<file path="config.mk">
export PLATFORM = sky130hd
export DESIGN_NAME = reaction_timer_ctrl
export DESIGN_NICKNAME = d
export VERILOG_FILES = /design/src/rtl/reaction_timer_ctrl.sv
export SDC_FILE = /design/constraint.sdc
export NUM_CORES = 1
export LEC_CHECK = 0
export ABC_AREA = 0
export CAP_MARGIN = 15
export CORE_MARGIN = 3
export CORE_UTILIZATION = 55
export CTS_CLUSTER_DIAMETER = 40
export DETAILED_ROUTE_END_ITERATION = 16
export PLACE_DENSITY = 0.79
export SLEW_MARGIN = 25
export SYNTH_ARGS = -nofsm -noshare
export SYNTH_HDL_FRONTEND = slang
export SYNTH_SLANG_ARGS = --single-unit
</file>
<file path="constraint.sdc">
create_clock -name clk -period 2.75 [get_ports clk]
set_input_delay 0.825 -clock clk [delete_from_list [all_inputs] [get_ports clk]]
set_output_delay 0.825 -clock clk [all_outputs]
set_load 0.1 [all_outputs]
</file>
<file path="src/rtl/reaction_timer_ctrl.sv">
// rtl/reaction_timer_ctrl.sv - reaction-timer game sequencer; optional best-time tracking under macro BEST_TIME_EN
module reaction_timer_ctrl #(
    parameter int unsigned CLK_MS_COUNT     = 100000,
    parameter int unsigned MIN_DELAY_MS     = 2000,
    parameter int unsigned DELAY_RANGE_LOG2 = 13,
    parameter int unsigned TIMEOUT_MS       = 1000,
    parameter logic [15:0] LFSR_SEED        = 16'hACE1
) (
    input  logic       clk,
    input  logic       rst,
    input  logic       btn_start,
    input  logic       btn_stop,
    input  logic       btn_clear,
    input  logic       ctr_ready,
    input  logic       ctr_done,
    input  logic [9:0] ctr_ms,
    output logic       ctr_start,
    output logic       ctr_stop,
    output logic       stim_led,
    output logic [2:0] status,
    output logic [9:0] result_ms,
    output logic [9:0] best_ms
);

    localparam int unsigned PS_W  = (CLK_MS_COUNT > 1) ? $clog2(CLK_MS_COUNT) : 1;
    localparam int unsigned DLY_W = $clog2(MIN_DELAY_MS + (2 ** DELAY_RANGE_LOG2)) + 1;

    localparam logic [2:0] ST_HI      = 3'd0;
    localparam logic [2:0] ST_WAIT    = 3'd1;
    localparam logic [2:0] ST_REACT   = 3'd2;
    localparam logic [2:0] ST_RESULT  = 3'd3;
    localparam logic [2:0] ST_EARLY   = 3'd4;
    localparam logic [2:0] ST_TIMEOUT = 3'd5;

    typedef enum logic [2:0] {
        S_IDLE,
        S_DELAY,
        S_ARM,
        S_REACT,
        S_WAIT_DONE,
        S_RESULT,
        S_EARLY,
        S_TIMEOUT
    } state_t;

    state_t           r_state;
    logic             r_start_d;
    logic             r_stop_d;
    logic             r_clear_d;
    logic [15:0]      r_lfsr;
    logic [PS_W-1:0]  r_ps;
    logic [DLY_W-1:0] r_delay_cnt;
    logic             r_timeout;
    logic             r_ctr_start;
    logic             r_ctr_stop;
    logic             r_stim_led;
    logic [2:0]       r_status;
    logic [9:0]       r_result_ms;

    logic             w_start_edge;
    logic             w_stop_edge;
    logic             w_clear_edge;
    logic             w_tick;
    logic             w_enter_delay;
    logic             w_lfsr_fb;

    assign w_start_edge  = btn_start & ~r_start_d;
    assign w_stop_edge   = btn_stop  & ~r_stop_d;
    assign w_clear_edge  = btn_clear & ~r_clear_d;
    assign w_tick        = (r_ps == PS_W'(CLK_MS_COUNT - 1));
    assign w_enter_delay = (r_state == S_IDLE) && w_start_edge;
    assign w_lfsr_fb     = r_lfsr[15] ^ r_lfsr[13] ^ r_lfsr[12] ^ r_lfsr[10];

    assign ctr_start = r_ctr_start;
    assign ctr_stop  = r_ctr_stop;
    assign stim_led  = r_stim_led;
    assign status    = r_status;
    assign result_ms = r_result_ms;

    // Button history for rising-edge detection
    always_ff @(posedge clk) begin
        if (rst) begin
            r_start_d <= 1'b0;
            r_stop_d  <= 1'b0;
            r_clear_d <= 1'b0;
        end else begin
            r_start_d <= btn_start;
            r_stop_d  <= btn_stop;
            r_clear_d <= btn_clear;
        end
    end

    // Free-running LFSR; the player's start press samples it at an unpredictable phase
    always_ff @(posedge clk) begin
        if (rst) begin
            r_lfsr <= LFSR_SEED;
        end else begin
            r_lfsr <= {r_lfsr[14:0], w_lfsr_fb};
        end
    end

    // Millisecond prescaler, restarted so the first delay tick is a full ms away
    always_ff @(posedge clk) begin
        if (rst || w_enter_delay || w_tick) begin
            r_ps <= '0;
        end else begin
            r_ps <= r_ps + PS_W'(1);
        end
    end

    // Main sequencer with registered outputs
    always_ff @(posedge clk) begin
        if (rst) begin
            r_state     <= S_IDLE;
            r_delay_cnt <= '0;
            r_timeout   <= 1'b0;
            r_ctr_start <= 1'b0;
            r_ctr_stop  <= 1'b0;
            r_stim_led  <= 1'b0;
            r_status    <= ST_HI;
            r_result_ms <= '0;
        end else begin
            r_ctr_start <= 1'b0;
            r_ctr_stop  <= 1'b0;
            if ((r_state != S_IDLE) && w_clear_edge) begin
                // Abort: a running counter is frozen and its done pulse lands in IDLE unused
                if (r_state == S_REACT) begin
                    r_ctr_stop <= 1'b1;
                end
                r_stim_led <= 1'b0;
                r_status   <= ST_HI;
                r_state    <= S_IDLE;
            end else begin
                case (r_state)
                    S_IDLE: begin
                        if (w_start_edge) begin
                            r_delay_cnt <= DLY_W'(MIN_DELAY_MS)
                                         + DLY_W'(r_lfsr[DELAY_RANGE_LOG2-1:0]);
                            r_status    <= ST_WAIT;
                            r_state     <= S_DELAY;
                        end
                    end
                    S_DELAY: begin
                        if (w_stop_edge) begin
                            r_result_ms <= '0;
                            r_status    <= ST_EARLY;
                            r_state     <= S_EARLY;
                        end else if (r_delay_cnt == '0) begin
                            r_state <= S_ARM;
                        end else if (w_tick) begin
                            r_delay_cnt <= r_delay_cnt - DLY_W'(1);
                        end
                    end
                    S_ARM: begin
                        if (w_stop_edge) begin
                            r_result_ms <= '0;
                            r_status    <= ST_EARLY;
                            r_state     <= S_EARLY;
                        end else if (ctr_ready) begin
                            r_ctr_start <= 1'b1;
                            r_stim_led  <= 1'b1;
                            r_status    <= ST_REACT;
                            r_state     <= S_REACT;
                        end
                    end
                    S_REACT: begin
                        // Timeout is checked first so a press on the limit still counts as a miss
                        if (ctr_ms >= 10'(TIMEOUT_MS)) begin
                            r_ctr_stop <= 1'b1;
                            r_timeout  <= 1'b1;
                            r_stim_led <= 1'b0;
                            r_state    <= S_WAIT_DONE;
                        end else if (w_stop_edge) begin
                            r_ctr_stop <= 1'b1;
                            r_timeout  <= 1'b0;
                            r_stim_led <= 1'b0;
                            r_state    <= S_WAIT_DONE;
                        end
                    end
                    S_WAIT_DONE: begin
                        if (ctr_done) begin
                            if (r_timeout) begin
                                r_result_ms <= 10'(TIMEOUT_MS);
                                r_status    <= ST_TIMEOUT;
                                r_state     <= S_TIMEOUT;
                            end else begin
                                r_result_ms <= ctr_ms;
                                r_status    <= ST_RESULT;
                                r_state     <= S_RESULT;
                            end
                        end
                    end
                    default: begin
                        // RESULT, EARLY and TIMEOUT hold until a clear edge
                    end
                endcase
            end
        end
    end

`ifdef BEST_TIME_EN
    logic       r_best_valid;
    logic [9:0] r_best_ms;
    logic       w_result_entry;

    assign w_result_entry = (r_state == S_WAIT_DONE) && ctr_done && !r_timeout && !w_clear_edge;
    assign best_ms        = r_best_ms;

    // Best valid reaction time; survives clear, only reset forgets it
    always_ff @(posedge clk) begin
        if (rst) begin
            r_best_valid <= 1'b0;
            r_best_ms    <= '0;
        end else if (w_result_entry && (!r_best_valid || (ctr_ms < r_best_ms))) begin
            r_best_valid <= 1'b1;
            r_best_ms    <= ctr_ms;
        end
    end
`else
    assign best_ms = 10'd0;
`endif

endmodule

</file>
==> flow_metrics.tcl <==
set metrics [dict create \
    synth_top_family_by_area "simple AND/OR/NAND/NOR gates" \
    slew_viol_final 0 \
    fin_nets 462 \
    fillers 521 \
    slew_headroom 0.515 \
    synth.top_cells.by_count "dfxtp_1, a21oi_1, nor2_1, nand2_1, o21ai_0" \
    n_antenna_cell 0 \
    post_cts_resized 0 \
    wl_per_cell_um 14.2 \
    initial_core_util 0.581 \
    drive_above_1_share 0.152 \
    cap_violations 0 \
    max_freq_mhz 435 \
    drc 0 \
    ys_types 65 \
    final_util 0.665 \
    setup_viol 0 \
    ys.flop_type "dfxtp_1" \
    clock-sinks 71 \
    slowest_stage "clkdlybuf4s50_1" \
    clk_latency_ns 0.35 \
    die_w_um 86.0 \
    cp_max_fo 4 \
    syn_inst 410 \
    numCtsBuffers 9 \
    clock-root-buffer "clkbuf_8" \
    drt-total-wl_mm 7.40 \
    end_kind "flop" \
    row_count 28 \
    synthXorXnorAreaFrac 0.0547 \
    synthToLayoutAreaGrowth_pct 14.4 \
    arrival_ns 2.57 \
    cp_data_required_time_ns 3.02 \
    grt_pass1_wl_mm 12.8 \
    grt_pass1_vias 2883 \
    synth_top_area_frac 0.404 \
    synthAdderAreaFrac 0.0107 \
    fin_skew_ns 0.00670 \
    dieHeight_um 86.0 \
    final_cells 521 \
    coreArea_um2 6060 \
    async_flop_share 0 \
    ys_seq_area_frac 0.404 \
    ios 43 \
    viasPerCell 5.73 \
    finalPower_mw 3.81 \
    post_cts_buffers 0 \
    finalWorstSetupSlack_ns 0.453 \
    multi_input_area_um2 1900 \
    hold_buffers 0 \
    yosys_register_bits 71 \
    cts_tree "built" \
    synth_mux_area_frac 0.00284 \
    vias 2983 \
    hp-class "reg2reg" \
    dr.pass1.iters 4 \
    ctsHtreeMaxLevel 3 \
    ant_nets 0 \
    grt_usage 0.215 \
    cp-start-kind "primary input" \
    drtIter0Drc 139 \
    antenna_found_initial 0 \
    grt_max_degree 38 \
    netlist_area_um2 3520 \
    globalRouteOverflowTotal 0 \
    post-synth-top-area-cell "dfxtp_1" \
    syn_avg_cell_area_um2 8.59 \
    seqCellArea_um2 1420 \
    path_clk_slew_ns 0.07 \
    fin_crit_sh 0.835 \
    ys_warn_count 0 \
    ys_top_cells_by_area "dfxtp_1, a21oi_1, nor2_1" \
    synth-compound-area-share 0.183 \
    timing.final.crit_period_ns 2.30 \
    dp_slack_ns 0.103 \
    dp_cells 506 \
    yosysMostFrequentCell "dfxtp_1" \
    cts_max_path_buffers 2 \
    ir_drop_v 0.000542 \
    status "finished clean" \
    crit_path_max_incr_delay_ns 0.51 \
    tns_ns 0 \
    worstPathCellList "clkdlybuf4s50_1 -> or3b_4 -> a21oi_2 -> nor2_1 -> or4_1 -> a21oi_1" \
    dp_hpwl_mm 5.23 \
    path_class "in2reg" \
    yosys.area_share.simple 0.278 \
    synth_edf_count 0 \
    tightestPinTransition_ns 0.725 \
    place.gp.congestion 0.828 \
    p_leak_nw 1.45 \
    finalHoldViolations 0 \
    rsz0062_at_grt "false" \
    p_per_area_nw_per_um2 946 \
    io_buffer_count 32 \
    die_area_um2 7400 \
]
==> registers in the layout, summed over array words and instances (netlist names) <==
name,flops
ctr_start,1
ctr_stop,1
r_clear_d,1
r_delay_cnt,15
r_lfsr,16
r_ps,17
r_start_d,1
r_state,3
r_stop_d,1
r_timeout,1
result_ms,10
status,3
stim_led,1
==> metal layers <==
metal	track usage	wire length, um	part of all wire	vias up
met3	0.0663	411	0.056	14
li1	-	-	-	1495
met4	0.0763	124	0.017	0
met5	0	0	0	-
met1	0.265	3260	0.44	1400
met2	0.355	3610	0.49	74
==> cells by family after synthesis <==
| group | after synthesis |
|---|---|
| AOI/OAI and AO/OA | 100 |
| xor gates and xnor gates | 22 |
| adders and majority gates | 3 |
| buffers and inverters | 41 |
| DFF | 71 |
| muxes | 1 |
| other | 1 |
| and+or+nand+nor | 171 |
==> layout by cell type, fill, tap and decap left out, types with 3 or more instances in the layout <==
master,netlist,layout
and2_1,3,3
a211oi_1,3,3
xnor2_1,9,9
nand3_1,16,16
nor2_1,38,38
or2_1,3,3
or4_1,3,3
dfxtp_1,71,71
or3_1,7,7
o21ai_0,18,18
clkdlybuf4s50_1,0,16
nor3_1,13,13
a21oi_1,43,43
o32ai_1,4,4
nand2b_1,9,9
xor2_1,13,13
nand4_1,4,4
inv_1,9,9
clkbuf_8,0,11
buf_4,12,27
nand2_1,22,22
nor4_1,3,3
ha_1,3,3
nor2b_1,16,16
or2_2,9,9
nand3b_1,4,4
o211ai_1,6,6
conb_1,1,10
==> where the power goes <==
group / internal, mW / leakage [nW] / switching [mW] / total, mW
Sequential: 1.16 / 0.580 / 0.151 / 1.31
Clock: 0.462 / 0.0985 / 0.381 / 0.843
Combinational: 0.637 / 0.772 / 1.02 / 1.66
Total: 2.26 / 1.45 / 1.56 / 3.81
==> final timing paths <==
check,start,endpoint,slack (ns),cells after the start
worst min register to register,r_lfsr[14],r_lfsr[15],0.42,1
worst max register to register,r_state[0],r_delay_cnt[7],0.72,7
worst max-delay path,btn_stop,status[1],0.45,6
worst min-delay path,r_lfsr[14],r_lfsr[15],0.42,1
==> layout make-up <==
type | count | share of cell area
flip-flops and latches | 71 | 0.353
clock buffers | 12 | 0.0385
clock inverters | 3 | 0.0106
well taps | 75 | 0.0233
multi-input cells | 307 | 0.472
repair buffers | 44 | 0.0950
inverters | 9 | 0.00838
==> critical path, delay by kind of cell <==
kind	cells	cell delay, ns
AO/OA/AOI/OAI	2	0.28
AND/OR/NAND/NOR	3	0.95
buffers and inverters	1	0.51
==> through the flow <==
step	instance area (um2)	hold WS, ns
after global placement	3830	0.394
after detailed placement	3830	0.403
after global routing	4030	0.437
final	4030	0.420
after CTS	4030	0.422
after floorplan	3560	0.389
Note: power is estimated with default switching activity, not from simulation.
